--- config.mk ---
export PLATFORM = sky130hd
export DESIGN_NAME = lbm_bc_addr_gen_flat
export DESIGN_NICKNAME = d
export VERILOG_FILES = /design/src/rtl/lbm_bc_addr_gen_if.sv /design/src/rtl/lbm_bc_addr_gen.sv /design/src/flat_wrapper.sv
export SDC_FILE = /design/constraint.sdc
export NUM_CORES = 1
export LEC_CHECK = 0
export CAP_MARGIN = 20
export CORE_MARGIN = 1.5
export CORE_UTILIZATION = 40
export DETAILED_ROUTE_END_ITERATION = 12
export GPL_ROUTABILITY_DRIVEN = 0
export PLACE_DENSITY_LB_ADDON = 0.08
export SLEW_MARGIN = 30
export SYNTH_ARGS = -nofsm -noshare
export SYNTH_HDL_FRONTEND = slang
export SYNTH_SLANG_ARGS = --single-unit
--- constraint.sdc ---
create_clock -name Clk -period 2.55 [get_ports Clk]
set_input_delay 0.51 -clock Clk [delete_from_list [all_inputs] [get_ports Clk]]
set_output_delay 0.51 -clock Clk [all_outputs]
set_load 0.01 [all_outputs]
--- src/rtl/lbm_bc_addr_gen_if.sv ---
// lbm_bc_addr_gen_if
// Element stream from the LBM cell address generator to its consumer
// (boundary-condition or collision engine).
//
// Signals:
//   Valid    producer -> consumer   element fields are meaningful
//   Ready    consumer -> producer   consumer accepts the current element
//   Address  producer -> consumer   linear cell address, Y*GRID_W+X
//   X, Y     producer -> consumer   cell coordinates (row 0 = north)
//   Side     producer -> consumer   {N,S,W,E} wall tag of the cell
//   Last     producer -> consumer   final element of the sweep
//
// Modports: master (generator side), slave (consumer side).
interface lbm_bc_addr_gen_if #(
    parameter int ADDRESS_WIDTH = 8,
    parameter int X_WIDTH       = 4,
    parameter int Y_WIDTH       = 4
);
    logic                     Valid;
    logic                     Ready;
    logic [ADDRESS_WIDTH-1:0] Address;
    logic [X_WIDTH-1:0]       X;
    logic [Y_WIDTH-1:0]       Y;
    logic [3:0]               Side;
    logic                     Last;

    modport master (
        output Valid, Address, X, Y, Side, Last,
        input  Ready
    );

    modport slave (
        input  Valid, Address, X, Y, Side, Last,
        output Ready
    );
endinterface

--- src/rtl/lbm_bc_addr_gen.sv ---
// lbm_bc_addr_gen
// Boundary/interior cell address generator for a GRID_W x GRID_H LBM lattice.
// A Start pulse in IDLE latches Mode and walks the selected cell class in
// raster order (Y outer, X inner), emitting one element per accepted
// Valid/Ready handshake on the stream interface.
//
// Ports:
//   Clk      clock, rising edge
//   Reset    synchronous, active-high; abandons any sweep in progress
//   Start    begin a sweep (only honoured in IDLE)
//   Mode     0 perimeter, 1 top+bottom rows, 2 left+right columns, 3 interior
//   Busy     high while the sweep is running
//   Done     one-cycle pulse after the final element is accepted
//   stream   master side of lbm_bc_addr_gen_if (Valid/Ready/Address/X/Y/Side/Last)
module lbm_bc_addr_gen #(
    parameter int GRID_W        = 16,
    parameter int GRID_H        = 16,
    parameter int ADDRESS_WIDTH = $clog2(GRID_W*GRID_H),
    parameter int X_WIDTH       = $clog2(GRID_W),
    parameter int Y_WIDTH       = $clog2(GRID_H)
) (
    input  logic                     Clk,
    input  logic                     Reset,
    input  logic                     Start,
    input  logic [1:0]               Mode,
    output logic                     Busy,
    output logic                     Done,
    lbm_bc_addr_gen_if.master        stream
);

    typedef enum logic [1:0] {
        IDLE = 2'd0,
        RUN  = 2'd1,
        DONE = 2'd2
    } state_t;

    typedef enum logic [1:0] {
        MODE_PERIM     = 2'd0,
        MODE_TOPBOT    = 2'd1,
        MODE_LEFTRIGHT = 2'd2,
        MODE_INTERIOR  = 2'd3
    } mode_t;

    localparam logic [X_WIDTH-1:0]       X_ONE        = X_WIDTH'(1);
    localparam logic [Y_WIDTH-1:0]       Y_ONE        = Y_WIDTH'(1);
    localparam logic [X_WIDTH-1:0]       X_LAST       = X_WIDTH'(GRID_W - 1);
    localparam logic [X_WIDTH-1:0]       X_INNER_LAST = X_WIDTH'(GRID_W - 2);
    localparam logic [Y_WIDTH-1:0]       Y_LAST       = Y_WIDTH'(GRID_H - 1);
    localparam logic [Y_WIDTH-1:0]       Y_INNER_LAST = Y_WIDTH'(GRID_H - 2);
    localparam logic [ADDRESS_WIDTH-1:0] ADDR_ONE     = ADDRESS_WIDTH'(1);
    localparam logic [ADDRESS_WIDTH-1:0] ADDR_ACROSS  = ADDRESS_WIDTH'(GRID_W - 1);
    localparam logic [ADDRESS_WIDTH-1:0] ADDR_INNER_WRAP = ADDRESS_WIDTH'(3);
    localparam logic [ADDRESS_WIDTH-1:0] ADDR_LAST_ROW   = ADDRESS_WIDTH'((GRID_H - 1) * GRID_W);
    localparam logic [ADDRESS_WIDTH-1:0] ADDR_FIRST_INNER = ADDRESS_WIDTH'(GRID_W + 1);

    state_t                     state;
    state_t                     stateNext;
    mode_t                      modeReg;
    logic                       validReg;
    logic [X_WIDTH-1:0]         xReg;
    logic [Y_WIDTH-1:0]         yReg;
    logic [ADDRESS_WIDTH-1:0]   addrReg;

    logic [X_WIDTH-1:0]         nextX;
    logic [Y_WIDTH-1:0]         nextY;
    logic [ADDRESS_WIDTH-1:0]   nextAddr;
    logic                       isLast;
    logic                       fullRow;
    logic                       accept;

    assign accept = validReg && stream.Ready;

    // Successor of the current cell within the latched class. The address
    // steps incrementally: +1 along a row or into the next row, +(W-1) to hop
    // from the west wall to the east wall, +3 to wrap between interior rows,
    // and a constant jump from the end of row 0 to the start of row H-1.
    always_comb begin
        nextX    = xReg + X_ONE;
        nextY    = yReg;
        nextAddr = addrReg + ADDR_ONE;
        fullRow  = (yReg == '0) || (yReg == Y_LAST);
        isLast   = 1'b0;
        case (modeReg)
            MODE_INTERIOR: begin
                isLast = (xReg == X_INNER_LAST) && (yReg == Y_INNER_LAST);
                if (xReg == X_INNER_LAST) begin
                    nextX    = X_ONE;
                    nextY    = yReg + Y_ONE;
                    nextAddr = addrReg + ADDR_INNER_WRAP;
                end
            end
            default: begin
                isLast = (xReg == X_LAST) && (yReg == Y_LAST);
                if (xReg == X_LAST) begin
                    nextX = '0;
                    nextY = yReg + Y_ONE;
                    if (modeReg == MODE_TOPBOT) begin
                        nextY    = Y_LAST;
                        nextAddr = ADDR_LAST_ROW;
                    end
                end else if ((modeReg == MODE_LEFTRIGHT) ||
                             ((modeReg == MODE_PERIM) && !fullRow)) begin
                    // Only X=0 reaches here in these rows; jump to the east wall.
                    nextX    = X_LAST;
                    nextAddr = addrReg + ADDR_ACROSS;
                end
            end
        endcase
    end

    always_ff @(posedge Clk) begin
        if (Reset) begin
            state <= IDLE;
        end else begin
            state <= stateNext;
        end
    end

    always_comb begin
        stateNext = state;
        case (state)
            IDLE:    if (Start) stateNext = RUN;
            RUN:     if (accept && isLast) stateNext = DONE;
            DONE:    stateNext = IDLE;
            default: stateNext = IDLE;
        endcase
    end

    // The first cell is loaded when Start is taken; Valid rises one cycle
    // later, then stays high until the final element is accepted.
    always_ff @(posedge Clk) begin
        if (Reset) begin
            modeReg  <= MODE_PERIM;
            validReg <= 1'b0;
            xReg     <= '0;
            yReg     <= '0;
            addrReg  <= '0;
        end else begin
            case (state)
                IDLE: begin
                    validReg <= 1'b0;
                    if (Start) begin
                        modeReg <= mode_t'(Mode);
                        if (mode_t'(Mode) == MODE_INTERIOR) begin
                            xReg    <= X_ONE;
                            yReg    <= Y_ONE;
                            addrReg <= ADDR_FIRST_INNER;
                        end else begin
                            xReg    <= '0;
                            yReg    <= '0;
                            addrReg <= '0;
                        end
                    end
                end
                RUN: begin
                    if (!validReg) begin
                        validReg <= 1'b1;
                    end else if (stream.Ready) begin
                        if (isLast) begin
                            validReg <= 1'b0;
                        end else begin
                            xReg    <= nextX;
                            yReg    <= nextY;
                            addrReg <= nextAddr;
                        end
                    end
                end
                default: validReg <= 1'b0;
            endcase
        end
    end

    assign stream.Valid   = validReg;
    assign stream.Address = addrReg;
    assign stream.X       = xReg;
    assign stream.Y       = yReg;
    assign stream.Last    = validReg && isLast;
    // Side is gated by Valid so the idle/reset value is all zeros.
    assign stream.Side    = validReg ? {yReg == '0, yReg == Y_LAST, xReg == '0, xReg == X_LAST}
                                     : 4'b0000;
    assign Busy = (state == RUN);
    assign Done = (state == DONE);

endmodule

--- src/flat_wrapper.sv ---
// flat-port wrapper written by rule: the top's interface ports become plain ports
module lbm_bc_addr_gen_flat 
#(
    parameter int GRID_W        = 16,
    parameter int GRID_H        = 16,
    parameter int ADDRESS_WIDTH = $clog2(GRID_W*GRID_H),
    parameter int X_WIDTH       = $clog2(GRID_W),
    parameter int Y_WIDTH       = $clog2(GRID_H)
)
  (Clk, Reset, Start, Mode, Busy, Done, stream_Valid, stream_Address, stream_X, stream_Y, stream_Side, stream_Last, stream_Ready);
  lbm_bc_addr_gen_if #(.ADDRESS_WIDTH(ADDRESS_WIDTH), .X_WIDTH(X_WIDTH), .Y_WIDTH(Y_WIDTH)) stream_i ();
  input  logic Clk;
  input  logic Reset;
  input  logic Start;
  input  logic [1:0] Mode;
  output logic Busy;
  output logic Done;
  output wire logic [$bits(stream_i.Valid)-1:0] stream_Valid;
  output wire logic [$bits(stream_i.Address)-1:0] stream_Address;
  output wire logic [$bits(stream_i.X)-1:0] stream_X;
  output wire logic [$bits(stream_i.Y)-1:0] stream_Y;
  output wire logic [$bits(stream_i.Side)-1:0] stream_Side;
  output wire logic [$bits(stream_i.Last)-1:0] stream_Last;
  input wire logic [$bits(stream_i.Ready)-1:0] stream_Ready;
  assign stream_Valid = stream_i.Valid;
  assign stream_Address = stream_i.Address;
  assign stream_X = stream_i.X;
  assign stream_Y = stream_i.Y;
  assign stream_Side = stream_i.Side;
  assign stream_Last = stream_i.Last;
  assign stream_i.Ready = stream_Ready;
  lbm_bc_addr_gen #(.GRID_W(GRID_W), .GRID_H(GRID_H), .ADDRESS_WIDTH(ADDRESS_WIDTH), .X_WIDTH(X_WIDTH), .Y_WIDTH(Y_WIDTH)) u_core (.Clk(Clk), .Reset(Reset), .Start(Start), .Mode(Mode), .Busy(Busy), .Done(Done), .stream(stream_i));
endmodule
== After elaboration in Yosys (flattened, before gate mapping) ==
Index checks and enable logic that the tools add are counted.
Word-level totals
  register bits: 21
  output and inout port bits: 24
  logic and storage cells: 85
Cells by class
  add/sub/neg operators: 5
  eq/ne operators: 17
  mux-type cells: 37
  bitwise logic cells: 1
  reductions and logical operators: 19
Operators with widths (number)
  two-way mux 8 bit: 9
  two-way mux 4 bit: 16
  == test 4 bit (second input constant): 4
  case mux 4 bit (2 select lines): 2
  case mux 8 bit (2 select lines): 1
  adder 4 x 1 -> 4 bit (second input constant): 2
  adder 8 x 1 -> 8 bit (second input constant): 1
  adder 8 x 2 -> 8 bit (second input constant): 1
  adder 8 x 4 -> 8 bit (second input constant): 1
  == test 2 bit (second input constant): 4
  zero test 4 bit: 2
  AND reduction 7 bit: 1
  logical AND 1 bit: 6
  inequality test 2 x 1 -> 1 bit (second input constant): 3
  two-way mux 1 bit: 5
  two-way mux 5 bit: 1
  AND reduction 5 bit: 1
  == test 2 x 1 -> 1 bit (second input constant): 2
  zero test 2 bit: 2
  two-way mux 2 bit: 2
  inequality test 2 bit (second input constant): 2
  case mux 2 bit (2 select lines): 1
  AND reduction 2 bit: 2
  inequality test 3 x 1 -> 1 bit (second input constant): 1
  other kinds (6): 7

== Longest topological paths before layout ==
  depth after elaboration: 12
  gate-level depth with buffers: 9
  depth with buffers taken out: 8

== Worst setup path after synthesis ==
Ideal clock, no wire load.
  path kind: register to register
  from: register u_core.xReg[0] (netlist: u_core.stream.X[0])
  to: register u_core.yReg[2] (netlist: u_core.stream.Y[2])
  library setup time: 0.075 ns
  arrival: 1.982 ns
  setup slack: 0.493 ns
  cell stages (with the launch flop): 9
  buffers on the path: 0
  path through: dfxtp_1 > inv_1 > ha_1 > and3_1 > a32oi_1 > o21ai_2 > or3_4 > o22a_1 > o22ai_1
Between the ends
  longest elaborated chain between the ends: 5
  elaborated cells on any way between the ends: 9
  those cells by class: eq/ne (5); mux (1); reduce/logical (3)
Ends and longest elaborated chain
  from (decl): line lbm_bc_addr_gen.sv:60  | logic [X_WIDTH-1:0] xReg;
  from (signal assigned): line lbm_bc_addr_gen.sv:162  | xReg <= nextX;
  == test 4 bit (on tied branches)
  logical AND 1 bit (on tied branches): line lbm_bc_addr_gen.sv:93, lbm_bc_addr_gen.sv:85
  two-way mux 1 bit: line lbm_bc_addr_gen.sv:83  | case (modeReg)
  inequality test 2 bit (no line)
  AND reduction 7 bit (no line) (*)
  to (signal assigned): line lbm_bc_addr_gen.sv:163  | yReg <= nextY;
  to (decl): line lbm_bc_addr_gen.sv:61  | logic [Y_WIDTH-1:0] yReg;
Mark *: on every way between the ends. The rest lies on a longest branch, timed or not.
A chain may end at the register's enable or synchronous reset.

== Worst setup path in the final report ==
  from: register u_core.xReg[0] (netlist: u_core.stream.X[0])
  to: output stream_Last
Between the ends
  longest elaborated chain between the ends: 4
  elaborated cells on any way between the ends: 6
  those cells by class: eq/ne (2); mux (1); reduce/logical (3)
Ends and longest elaborated chain
  == test 4 bit (on tied branches): line lbm_bc_addr_gen.sv:93, lbm_bc_addr_gen.sv:85
  logical AND 1 bit (on tied branches): line lbm_bc_addr_gen.sv:93, lbm_bc_addr_gen.sv:85
  two-way mux 1 bit (*): line lbm_bc_addr_gen.sv:83
  logical AND 1 bit (*): line lbm_bc_addr_gen.sv:177  | assign stream.Last = validReg && isLast;
  to (decl): line flat_wrapper.sv:23  | output wire logic [$bits(stream_i.Last)-1:0] stream_Last;
Marks and branches as above.

==> summary.md <==
| Metric | Value |
|---|---|
| IO buf count | `29` |
| Register area share after synthesis | `0.239` |
| Grt ovf | `0` |
| Post-route setup TNS | `0 ps` |
| Core Region | `4120 sq um` |
| PD cells | `362 nW/um^2` |
| Reg clk slew, reported paths | `80 ps` |
| CP startpoint | `u_core.stream.X[0]` |
| Achievable clock frequency | `417 MHz` |
| # IOs | `30` |
| Most frequent cells in the layout | `nor2_1 (28), clkdlybuf4s50_1 (28), nand2_1 (22), dfxtp_1 (21), buf_4 (19)` |
| Hold-fix buffers, CTS | `0` |
| Number of global-route vias before repair | `1622` |
| DRT antenna net count | `0` |
| Total number of vias | `1810` |
| Hold WC Path Type | `reg2reg` |
| Stages on worst setup path | `7` |
| DR iter-0 viols | `161` |
| Leak pwr | `0.795 nW` |
| Row count | `23` |
| Yosys reg bits | `21` |
| Post-DP HPWL | `3790 microns` |
| Hold path cells | `2` |
| CP Capture Type | `output port` |
| Clock Sinks | `21` |
| M1 GR Usage | `0.332` |
| Top post-synthesis cells by area | `dfxtp_1 (24%), nor2_1 (6.0%), ha_1 (5.7%)` |
| Layer with the highest usage | `met1` |
| Die Footprint | `4810 sq um` |
| Final-report max-slew violation count | `0` |
| CTS tree | `done` |
| Crit-path slowest cell | `dfxtp_1` |
| Die Y | `69.4 microns` |
| Deepest clock path buffer count | `2` |
| Wirelength per Cell | `15.7 microns` |
| CP top delay family | `simple AND/OR/NAND/NOR gates` |
| Gate Count Post-Synth | `231` |
| Initial antenna violation count | `0` |
| # diodes | `0` |
| Nets | `284` |
| Met3 Resource Use GR | `0.0262` |
| CP max FO | `5` |
| Synth area leader | `dfxtp_1` |
| Ys async rst share | `0` |
| 1st-pass router iterations | `5` |
| Setup Skew | `4.48 ps` |
| Cell area after technology mapping | `1760 sq um` |
| Worst Path Arrival | `1890 ps` |
| Outcome | `completed` |
| CTS buffer count | `3` |
| All-Layer GR Usage | `0.212` |
| Synth Net Count | `245` |
| Worst slew pin tran | `578 ps` |
| Avg Cell Area, Syn | `7.63 sq um` |
| Maximum vdd ir drop | `0.239 mV` |
| RSZ-0062 raised after global routing | `no` |
| Relative slew slack | `0.612` |
| Yosys top cell area share | `0.239` |
| Layout area overhead | `24.6%` |
| H-tree depth | `1` |
| Vias per inst | `5.67` |
| Share of layout cells above drive strength 1 | `0.145` |
| Primary FF master, synth | `dfxtp_1` |
| Startpoint class of the critical path | `flop` |
| Worst setup margin | `151 ps` |
| Total of max-cap violations | `0` |
| Final wirelength | `5000 microns` |
| EDFF count, synth | `0` |
| Fill cell count | `429` |
| Post-CTS Setup Inserts | `0` |
| Met2 usage | `0.293` |
| Fin crit period | `2400 ps` |
| Setup CP Type | `reg2out` |
| Required time of the critical path | `2040 ps` |
| Max incr delay on CP | `390 ps` |
| Worst hold start | `u_core.stream.Y[1]` |
| Worst r2r path cells | `8` |
| Global-route wire length before repair | `8330 microns` |
| Clk_lat worst skew | `270 ps` |
| Worst path buffer plus inverter count | `2` |
| Hold Vio Cnt, Final | `0` |
| Endpoints failing setup | `0` |
| CTS root buffer | `clkbuf_8` |
| Fin util | `0.534` |
| Yosys warns | `0` |
| Starting Density | `0.428` |
| Reg2reg start | `u_core.stream.Y[0]` |
| Largest net degree at the start of global routing | `15` |
| Worst slack at placement | `151 ps` |
| Period utilization | `0.941` |
| Die width | `69.4 microns` |
| Remaining DRCs | `0` |
| Crit-path cells | `inv_1 > ha_1 > and3_2 > a32oi_1 > or2_2 > nor2_1 > dlygate4sd2_1` |
| Number of distinct library cells after synthesis | `56` |
[per-stage QoR]
step | instance area, sq um | power, mW | cells | hold WS [ps]
2_1_floorplan | 1760 | 0.495 | 231 | 541
3_3_place_gp | 2150 | 0.572 | 315 | 562
3_5_place_dp | 2150 | 0.570 | 315 | 577
4_1_cts | 2200 | 0.802 | 319 | 587
5_1_grt | 2200 | 0.837 | 319 | 618
6_report | 2200 | 0.795 | 319 | 585
[routing by layer]
layer | share of wire | vias to the layer above
met3 | 0.071 | 7
met5 | 0 | -
met4 | 0.014 | 0
met1 | 0.51 | 812
met2 | 0.41 | 67
li1 | - | 924
[report_power, final]
part	switching, mW	internal (mW)
combinational	0.111	0.0955
clock	0.117	0.112
sequential	0.0196	0.340
total	0.248	0.547
[kinds of logic after synthesis]
| kind of cell | share of synthesized area |
|---|---|
| mux | 0.0476 |
| xor+xnor | 0.0249 |
| flops | 0.239 |
| buf+inv | 0.0838 |
| fa+ha+maj | 0.0568 |
| simple gates | 0.290 |
| compound gates | 0.258 |
[layout make-up]
type / instances / area (sq um) / area share
multi-input cells: 185 / 1190 / 0.544
inverters: 11 / 41.3 / 0.0188
flip-flops and latches: 21 / 420 / 0.191
repair buffers: 48 / 432 / 0.197
well taps: 50 / 62.6 / 0.0285
clock buffers: 4 / 45.0 / 0.0205
[path summary, 6_finish.rpt]
path,end,slack [ps]
setup / recovery,stream_Last,150
hold / removal,u_core.stream.Y[1],590
setup reg to reg,u_core.stream.Address[2],340
hold reg to reg,u_core.stream.Y[1],590
[state kept, by name (all words and copies together), names as in the netlist]
signal and cells:
u_core.stream.X 4, u_core.state 2, u_core.stream.Valid 1, u_core.stream.Address 8, u_core.stream.Y 4, u_core.modeReg 2
[cell usage after synthesis (all sizes together) (4+ instances only)]
library cell / number
dfxtp: 21
ha: 8
a31oi: 4
clkbuf: 5
inv: 11
a21oi: 18
nand2: 22
nor2: 28
o21ai: 12
a211oi: 5
mux2i: 6
o32ai: 4
buf: 9
nor3: 5
nand3: 14
and3: 6
[what timing repair did]
| action | in CTS | in global routing |
|---|---|---|
| endpoints found under the setup margin | 1 | 0 |
| hold endpoints to repair | 0 | 0 |
| resized for setup | 2 | 0 |
[tightest hold or removal path, delay by kind of cell, from the launching register on]
family                 cells  cell delay [ps]
AOI/OAI and AO/OA          1               90
buffers and inverters      1               90
DFF                        1              360
No activity file was read; power rests on OpenSTA's default activity.
